$ cat src/rtl/pipeline_skid_deliver.sv
// pipeline_skid_deliver
// Elastic register slice between two core stages. A main entry plus an
// optional skid entry let the upstream in_ready come straight from a flop
// while still sustaining one transfer per cycle. Includes pipeline flush,
// bubble value on the output and a saturating back-pressure counter.
//
// Handshake: a transfer happens on a rising clk edge when valid and ready
// are both 1 on that side (in_fire = in_valid & in_ready,
// out_fire = out_valid & out_ready). A producer holding valid=1 keeps its
// data stable until the transfer; out_data never changes while out_valid=1
// and out_ready=0.
//
// dbg_state exposes the occupancy FSM: 2'b00 empty, 2'b01 main only,
// 2'b11 main and skid.

module pipeline_skid_deliver #(
   parameter int unsigned          kWidth    = 32,
   parameter logic [kWidth-1:0]    kRstVal   = '0,
   parameter bit                   kSkidEn   = 1'b1,
   parameter int unsigned          kCntWidth = 16
) (
   input  logic                 clk,
   input  logic                 rst,
   input  logic                 flush,
   input  logic                 in_valid,
   output logic                 in_ready,
   input  logic [kWidth-1:0]    in_data,
   output logic                 out_valid,
   input  logic                 out_ready,
   output logic [kWidth-1:0]    out_data,
   output logic [kCntWidth-1:0] stall_cnt,
   output logic [1:0]           dbg_state
);

   typedef enum logic [1:0] {
      ST_EMPTY = 2'b00,
      ST_BUSY  = 2'b01,
      ST_FULL  = 2'b11
   } state_e;

   localparam logic [kCntWidth-1:0] kCntMax = '1;

   state_e              state_q, state_d;
   logic [kWidth-1:0]   main_q, main_d;
   logic [kWidth-1:0]   skid_q, skid_d;
   logic [kCntWidth-1:0] stall_cnt_q, stall_cnt_d;

   logic main_v;
   logic skid_v;
   logic in_fire;
   logic out_fire;

   // Occupancy flags are direct decodes of the state flops.
   assign main_v = state_q[0];
   assign skid_v = state_q[1];

   // Upstream ready: registered (skid present) or pass-through of downstream ready.
   always_comb begin
      if (kSkidEn) begin
         in_ready = ~skid_v;
      end else begin
         in_ready = ~main_v | out_ready;
      end
   end

   assign in_fire   = in_valid & in_ready;
   assign out_fire  = main_v & out_ready;

   assign out_valid = main_v;
   // main_q is already cleared to the bubble value when empty; gate anyway so
   // the bubble value is guaranteed on the bus.
   assign out_data  = main_v ? main_q : kRstVal;
   assign stall_cnt = stall_cnt_q;
   assign dbg_state = state_q;

   // Next-state and datapath selection; flush overrides any handshake.
   always_comb begin
      state_d = state_q;
      main_d  = main_q;
      skid_d  = skid_q;
      if (flush) begin
         state_d = ST_EMPTY;
         main_d  = kRstVal;
         skid_d  = kRstVal;
      end else begin
         case (state_q)
            ST_EMPTY: begin
               if (in_fire) begin
                  state_d = ST_BUSY;
                  main_d  = in_data;
               end
            end
            ST_BUSY: begin
               if (in_fire && out_fire) begin
                  main_d = in_data;
               end else if (in_fire) begin
                  // Only reachable with the skid entry enabled: without it
                  // in_ready in this state equals out_ready.
                  state_d = ST_FULL;
                  skid_d  = in_data;
               end else if (out_fire) begin
                  state_d = ST_EMPTY;
                  main_d  = kRstVal;
               end
            end
            ST_FULL: begin
               if (out_fire) begin
                  state_d = ST_BUSY;
                  main_d  = skid_q;
                  skid_d  = kRstVal;
               end
            end
            default: begin
               state_d = ST_EMPTY;
               main_d  = kRstVal;
               skid_d  = kRstVal;
            end
         endcase
      end
   end

   // Saturating count of cycles where output is presented but not taken.
   always_comb begin
      stall_cnt_d = stall_cnt_q;
      if (main_v && !out_ready && (stall_cnt_q != kCntMax)) begin
         stall_cnt_d = stall_cnt_q + 1'b1;
      end
   end

   // State and payload registers.
   always_ff @(posedge clk) begin
      if (rst) begin
         state_q <= ST_EMPTY;
         main_q  <= kRstVal;
         skid_q  <= kRstVal;
      end else begin
         state_q <= state_d;
         main_q  <= main_d;
         skid_q  <= skid_d;
      end
   end

   // Back-pressure counter register; only reset clears it.
   always_ff @(posedge clk) begin
      if (rst) begin
         stall_cnt_q <= '0;
      end else begin
         stall_cnt_q <= stall_cnt_d;
      end
   end

endmodule

$ cat config.mk
export PLATFORM = sky130hd
export DESIGN_NAME = pipeline_skid_deliver
export DESIGN_NICKNAME = d
export VERILOG_FILES = /design/src/rtl/pipeline_skid_deliver.sv
export SDC_FILE = /design/constraint.sdc
export NUM_CORES = 1
export LEC_CHECK = 0
export ABC_CLOCK_PERIOD_IN_PS = 6300
export CORE_MARGIN = 2
export CORE_UTILIZATION = 54
export CTS_CLUSTER_DIAMETER = 60
export CTS_CLUSTER_SIZE = 24
export DETAILED_ROUTE_END_ITERATION = 8
export PLACE_DENSITY = 0.84
export SLEW_MARGIN = 0
export SYNTH_ARGS = -nofsm -noshare
export SYNTH_HDL_FRONTEND = slang
export SYNTH_SLANG_ARGS = --single-unit
$ cat constraint.sdc
create_clock -name clk -period 6.3 [get_ports clk]
set_clock_uncertainty 0.05 [all_clocks]
set_input_delay 1.26 -clock clk [delete_from_list [all_inputs] [get_ports clk]]
set_output_delay 1.26 -clock clk [all_outputs]
set_load 0.005 [all_outputs]
==> key figures <==
Timing
  – Unrepaired setup endpoints after global routing: no
  – Headroom to the max-slew limit: 0.1795
  – Worst Tran Pin Value: 1224 ps
  – Fmax: 0.2522 GHz
  – Crit share post-route: 0.6294
  – Setup WS post-layout: 2335 ps
  – Count of endpoints failing setup in the final report: 0
  – Post-Route Setup TNS: 0 ps
  – Time the worst path needs with I/O delays and setup: 3965 ps
  – Total count of max-transition violations in the final report: 0
  – Number of hold-slack violations in the final timing report: 0
  – Post-route worst hold slack: 409.5 ps

Yosys
  – Mean cell area of the mapped netlist: 9.004 µm²
  – Proportion of netlist area held by the largest area contributor: 0.4260
  – Most common flop cell mapped by yosys: sky130_fd_sc_hd__dfxtp_1
  – Post-synthesis cell area: 3854 µm²
  – Largest cells by area after synthesis: sky130_fd_sc_hd__dfxtp_1 (43%), sky130_fd_sc_hd__o2bb2ai_1 (7.3%), sky130_fd_sc_hd__a22oi_1 (6.2%), sky130_fd_sc_hd__a21oi_1 (5.8%), sky130_fd_sc_hd__nand4_1 (5.8%)
  – Post-Syn Instances: 428
  – Post-synthesis cell type with the largest combined area: sky130_fd_sc_hd__dfxtp_1
  – Fraction of registers with async set/reset: 0
  – Seq cells post-synth: 82
  – Number of different library cells in the post-synthesis netlist: 50
  – Number of flops mapped to enable cells by yosys: 0
  – Share of the yosys chip area belonging to registers: 0.4260
  – Synthesized netlist net count: 470
  – Yosys warns: 0

Route
  – Number of DRC markers after the initial detailed-route iteration: 376
  – Vias after detailed routing: 3672
  – Drt first pass iters: 6
  – Routed wire per std cell: 16.72 µm
  – Avg Vias per Cell: 6.203
  – Remaining antenna violation count: 0
  – DRC violation count after routing: 0
  – Final Routed Wirelength: 9896 µm

Global routing
  – Aggregate global routing overflow: 0
  – First-pass GRT wire length: 15990 µm
  – Via count of the first global-routing pass: 3269
  – Antenna violations before repair: 0
  – Largest net degree at the start of global routing: 39
  – Tot GR Track Use: 0.2569

Place
  – Last weighted congestion value of the routability-driven placer: 0.8065
  – Worst slack at placement: 2010 ps
  – HPWL reported at the end of detailed placement: 6331 µm
  – IO buf count: 88
  – Placed instance count: 577

Clocking
  – Count of instances resized after the clock tree is built: 0
  – Clock latency on the worst-skew pair: 340 ps
  – Clock tree root driver cell: sky130_fd_sc_hd__clkbuf_8
  – Clock buffer count from CTS: 9
  – Clock tree from TritonCTS: yes
  – Number of clock sinks seen by CTS: 82
  – Hold buffer count at cts: 0
  – Clock transition at path regs: 80 ps
  – CTS max path bufs: 2
  – Post-CTS setup-driven buffer insertion count: 0
  – CTS H-tree depth: 3

Critical path
  – Arrival time at the worst endpoint: 4100 ps
  – Gate family responsible for the most delay along the worst path: simple AND/OR/NAND/NOR gates
  – Crit Path Class: in2reg
  – Slowest stage delay, CP: 960 ps
  – Maximum fanout count along the critical path: 36
  – Crit-path cells: clkdlybuf4s50_1 > or2_2 > nor2_1 > nand2_1 > o2bb2ai_1
  – Critical Path Start Type: input port
  – Slowest cell on crit path: sky130_fd_sc_hd__clkdlybuf4s50_1
  – Crit path capture type: flop
  – Buffer and inverter count on the worst path: 1
  – Data required time of the critical path: 6430 ps

Final layout
  – Footprint of the flip-flops and latches: 1642 µm²
  – Share of layout cells above drive strength 1: 0.08468
  – Multi-input gate area: 2033 µm²
  – Number of inserted diodes: 0
  – Count of non-filler cells in the finished layout: 592
  – Number of nets in the final layout: 534
  – Number of fillers in the final layout: 539
  – Layout overhead on the synthesized area: 29.32%

Power and ir drop
  – Final Power: 1102 µW
  – VDD IR max: 137.9 µV
  – Leakage Power: 0.001707 µW
  – Power density cells: 221.1 nW/µm²

Flow run
  – Number of max-cap violations: 0

Die
  – Chip Width: 88.48 µm
  – Die Footprint: 7828 µm²
  – Top-level I/O count: 89
  – Number of cell rows: 30
  – Starting Density: 0.5641
  – Height of the chip: 88.48 µm
  – Area inside the core boundary: 6832 µm²

Hold path
  – Tightest Hold Check Type: reg2reg

Run status
  – Run status: completed
worst reg2reg max path, cell delays in order, from the launching register on:
cell and delay, ps:
sky130_fd_sc_hd__dfxtp_1 710, sky130_fd_sc_hd__buf_4 360, sky130_fd_sc_hd__ha_1 580, sky130_fd_sc_hd__buf_4 380, sky130_fd_sc_hd__a2bb2oi_1 190, sky130_fd_sc_hd__a21oi_1 80, sky130_fd_sc_hd__nand2_1 870, sky130_fd_sc_hd__o2bb2ai_1 140
registers in the layout (all words and copies together) (netlist names):
register	cells
skid_q	32
main_q	32
dbg_state	2
stall_cnt	16
cells by family (layout without fill, tap and decap cells):
kind of cell / Yosys count / count (layout) / share of synthesized area
AOI/OAI and AO/OA: 162 / 162 / 0.2753
and+or+nand+nor: 125 / 125 / 0.2091
DFF: 82 / 82 / 0.4260
buffers and inverters: 46 / 114 / 0.05000
muxes: 7 / 7 / 0.02110
adders and majority gates: 5 / 5 / 0.01623
xor gates and xnor gates: 1 / 1 / 0.002273
routing by layer:
layer / part of all wire / wire length [µm] / GRT usage / up-vias
met1: 0.44 / 4348 / 0.3676 / 1749
li1: - / - / - / 1744
met3: 0.069 / 684 / 0.05037 / 19
met4: 0.015 / 153 / 0.08127 / 0
met2: 0.48 / 4710 / 0.3930 / 160
met5: 0 / 0 / 0 / -
report_power, final:
part | internal [µW] | switching [µW] | total, µW
clock network | 271 | 185 | 457
logic | 45.8 | 64.5 | 110
registers | 528 | 7.14 | 535
total | 845 | 257 | 1100
through the flow:
stage | instance area (µm²) | util
after CTS | 4984 | 0.7295
after detailed placement | 4743 | 0.6943
after global placement | 4743 | 0.6943
after floorplan | 3854 | -
final | 4984 | 0.7295
after global routing | 4984 | 0.7295
cells in the mapped netlist, types with 2 or more instances:
master                      count
sky130_fd_sc_hd__dfxtp_1       82
sky130_fd_sc_hd__or4_1          4
sky130_fd_sc_hd__o21ai_0       33
sky130_fd_sc_hd__nand3_1        6
sky130_fd_sc_hd__nor2b_1        6
sky130_fd_sc_hd__a22oi_1       32
sky130_fd_sc_hd__nor3_1         2
sky130_fd_sc_hd__and4_1         2
sky130_fd_sc_hd__a21oi_1       45
sky130_fd_sc_hd__or3_2          2
sky130_fd_sc_hd__clkbuf_1      30
sky130_fd_sc_hd__o41ai_1        2
sky130_fd_sc_hd__buf_1          3
sky130_fd_sc_hd__o2bb2ai_1     32
sky130_fd_sc_hd__and2_1        32
sky130_fd_sc_hd__or3_1          3
sky130_fd_sc_hd__nor2_1        11
sky130_fd_sc_hd__nand2_1        5
sky130_fd_sc_hd__o21ai_1        5
sky130_fd_sc_hd__nand4_4        2
sky130_fd_sc_hd__ha_1           5
sky130_fd_sc_hd__nand2b_1       2
sky130_fd_sc_hd__mux2_2         5
sky130_fd_sc_hd__inv_1          4
sky130_fd_sc_hd__and2b_1        2
sky130_fd_sc_hd__nand4_1       36
sky130_fd_sc_hd__nand3b_1       2
sky130_fd_sc_hd__o31ai_1        5
sky130_fd_sc_hd__buf_2          7
area by class of cell:
class | instances | area share
Clock buffer | 10 | 0.02762
Clock inverter | 5 | 0.02059
Inverter | 4 | 0.003013
Multi-Input combinational cell | 300 | 0.4080
Sequential cell | 82 | 0.3294
Tap cell | 96 | 0.02410
Timing Repair Buffer | 95 | 0.1873
cell usage in the layout, fill, tap and decap left out, types with 4 or more instances in the layout:
master and count:
sky130_fd_sc_hd__dfxtp_1 82, sky130_fd_sc_hd__a22oi_1 32, sky130_fd_sc_hd__o31ai_1 5, sky130_fd_sc_hd__o21ai_1 5, sky130_fd_sc_hd__nor2_1 10, sky130_fd_sc_hd__mux2_2 5, sky130_fd_sc_hd__nand4_1 36, sky130_fd_sc_hd__nand3_1 6
sky130_fd_sc_hd__buf_4 7, sky130_fd_sc_hd__nand2_1 5, sky130_fd_sc_hd__a21oi_1 44, sky130_fd_sc_hd__nor2b_1 6, sky130_fd_sc_hd__o21ai_0 33, sky130_fd_sc_hd__and2_1 32, sky130_fd_sc_hd__clkdlybuf4s50_1 88, sky130_fd_sc_hd__clkbuf_8 10
sky130_fd_sc_hd__inv_1 4, sky130_fd_sc_hd__o2bb2ai_1 32, sky130_fd_sc_hd__ha_1 5, sky130_fd_sc_hd__or4_1 4
path summary, 6_finish.rpt:
| check | to | from | cells after the start | slack [ps] |
|---|---|---|---|---|
| setup / recovery | main_q[20] | rst | 5 | 2330 |
| hold / removal | main_q[16] | main_q[16] | 1 | 410 |
| setup reg to reg | main_q[20] | dbg_state[0] | 7 | 2770 |
| hold reg to reg | main_q[16] | main_q[16] | 1 | 410 |
(Power assumes the default switching activity.)
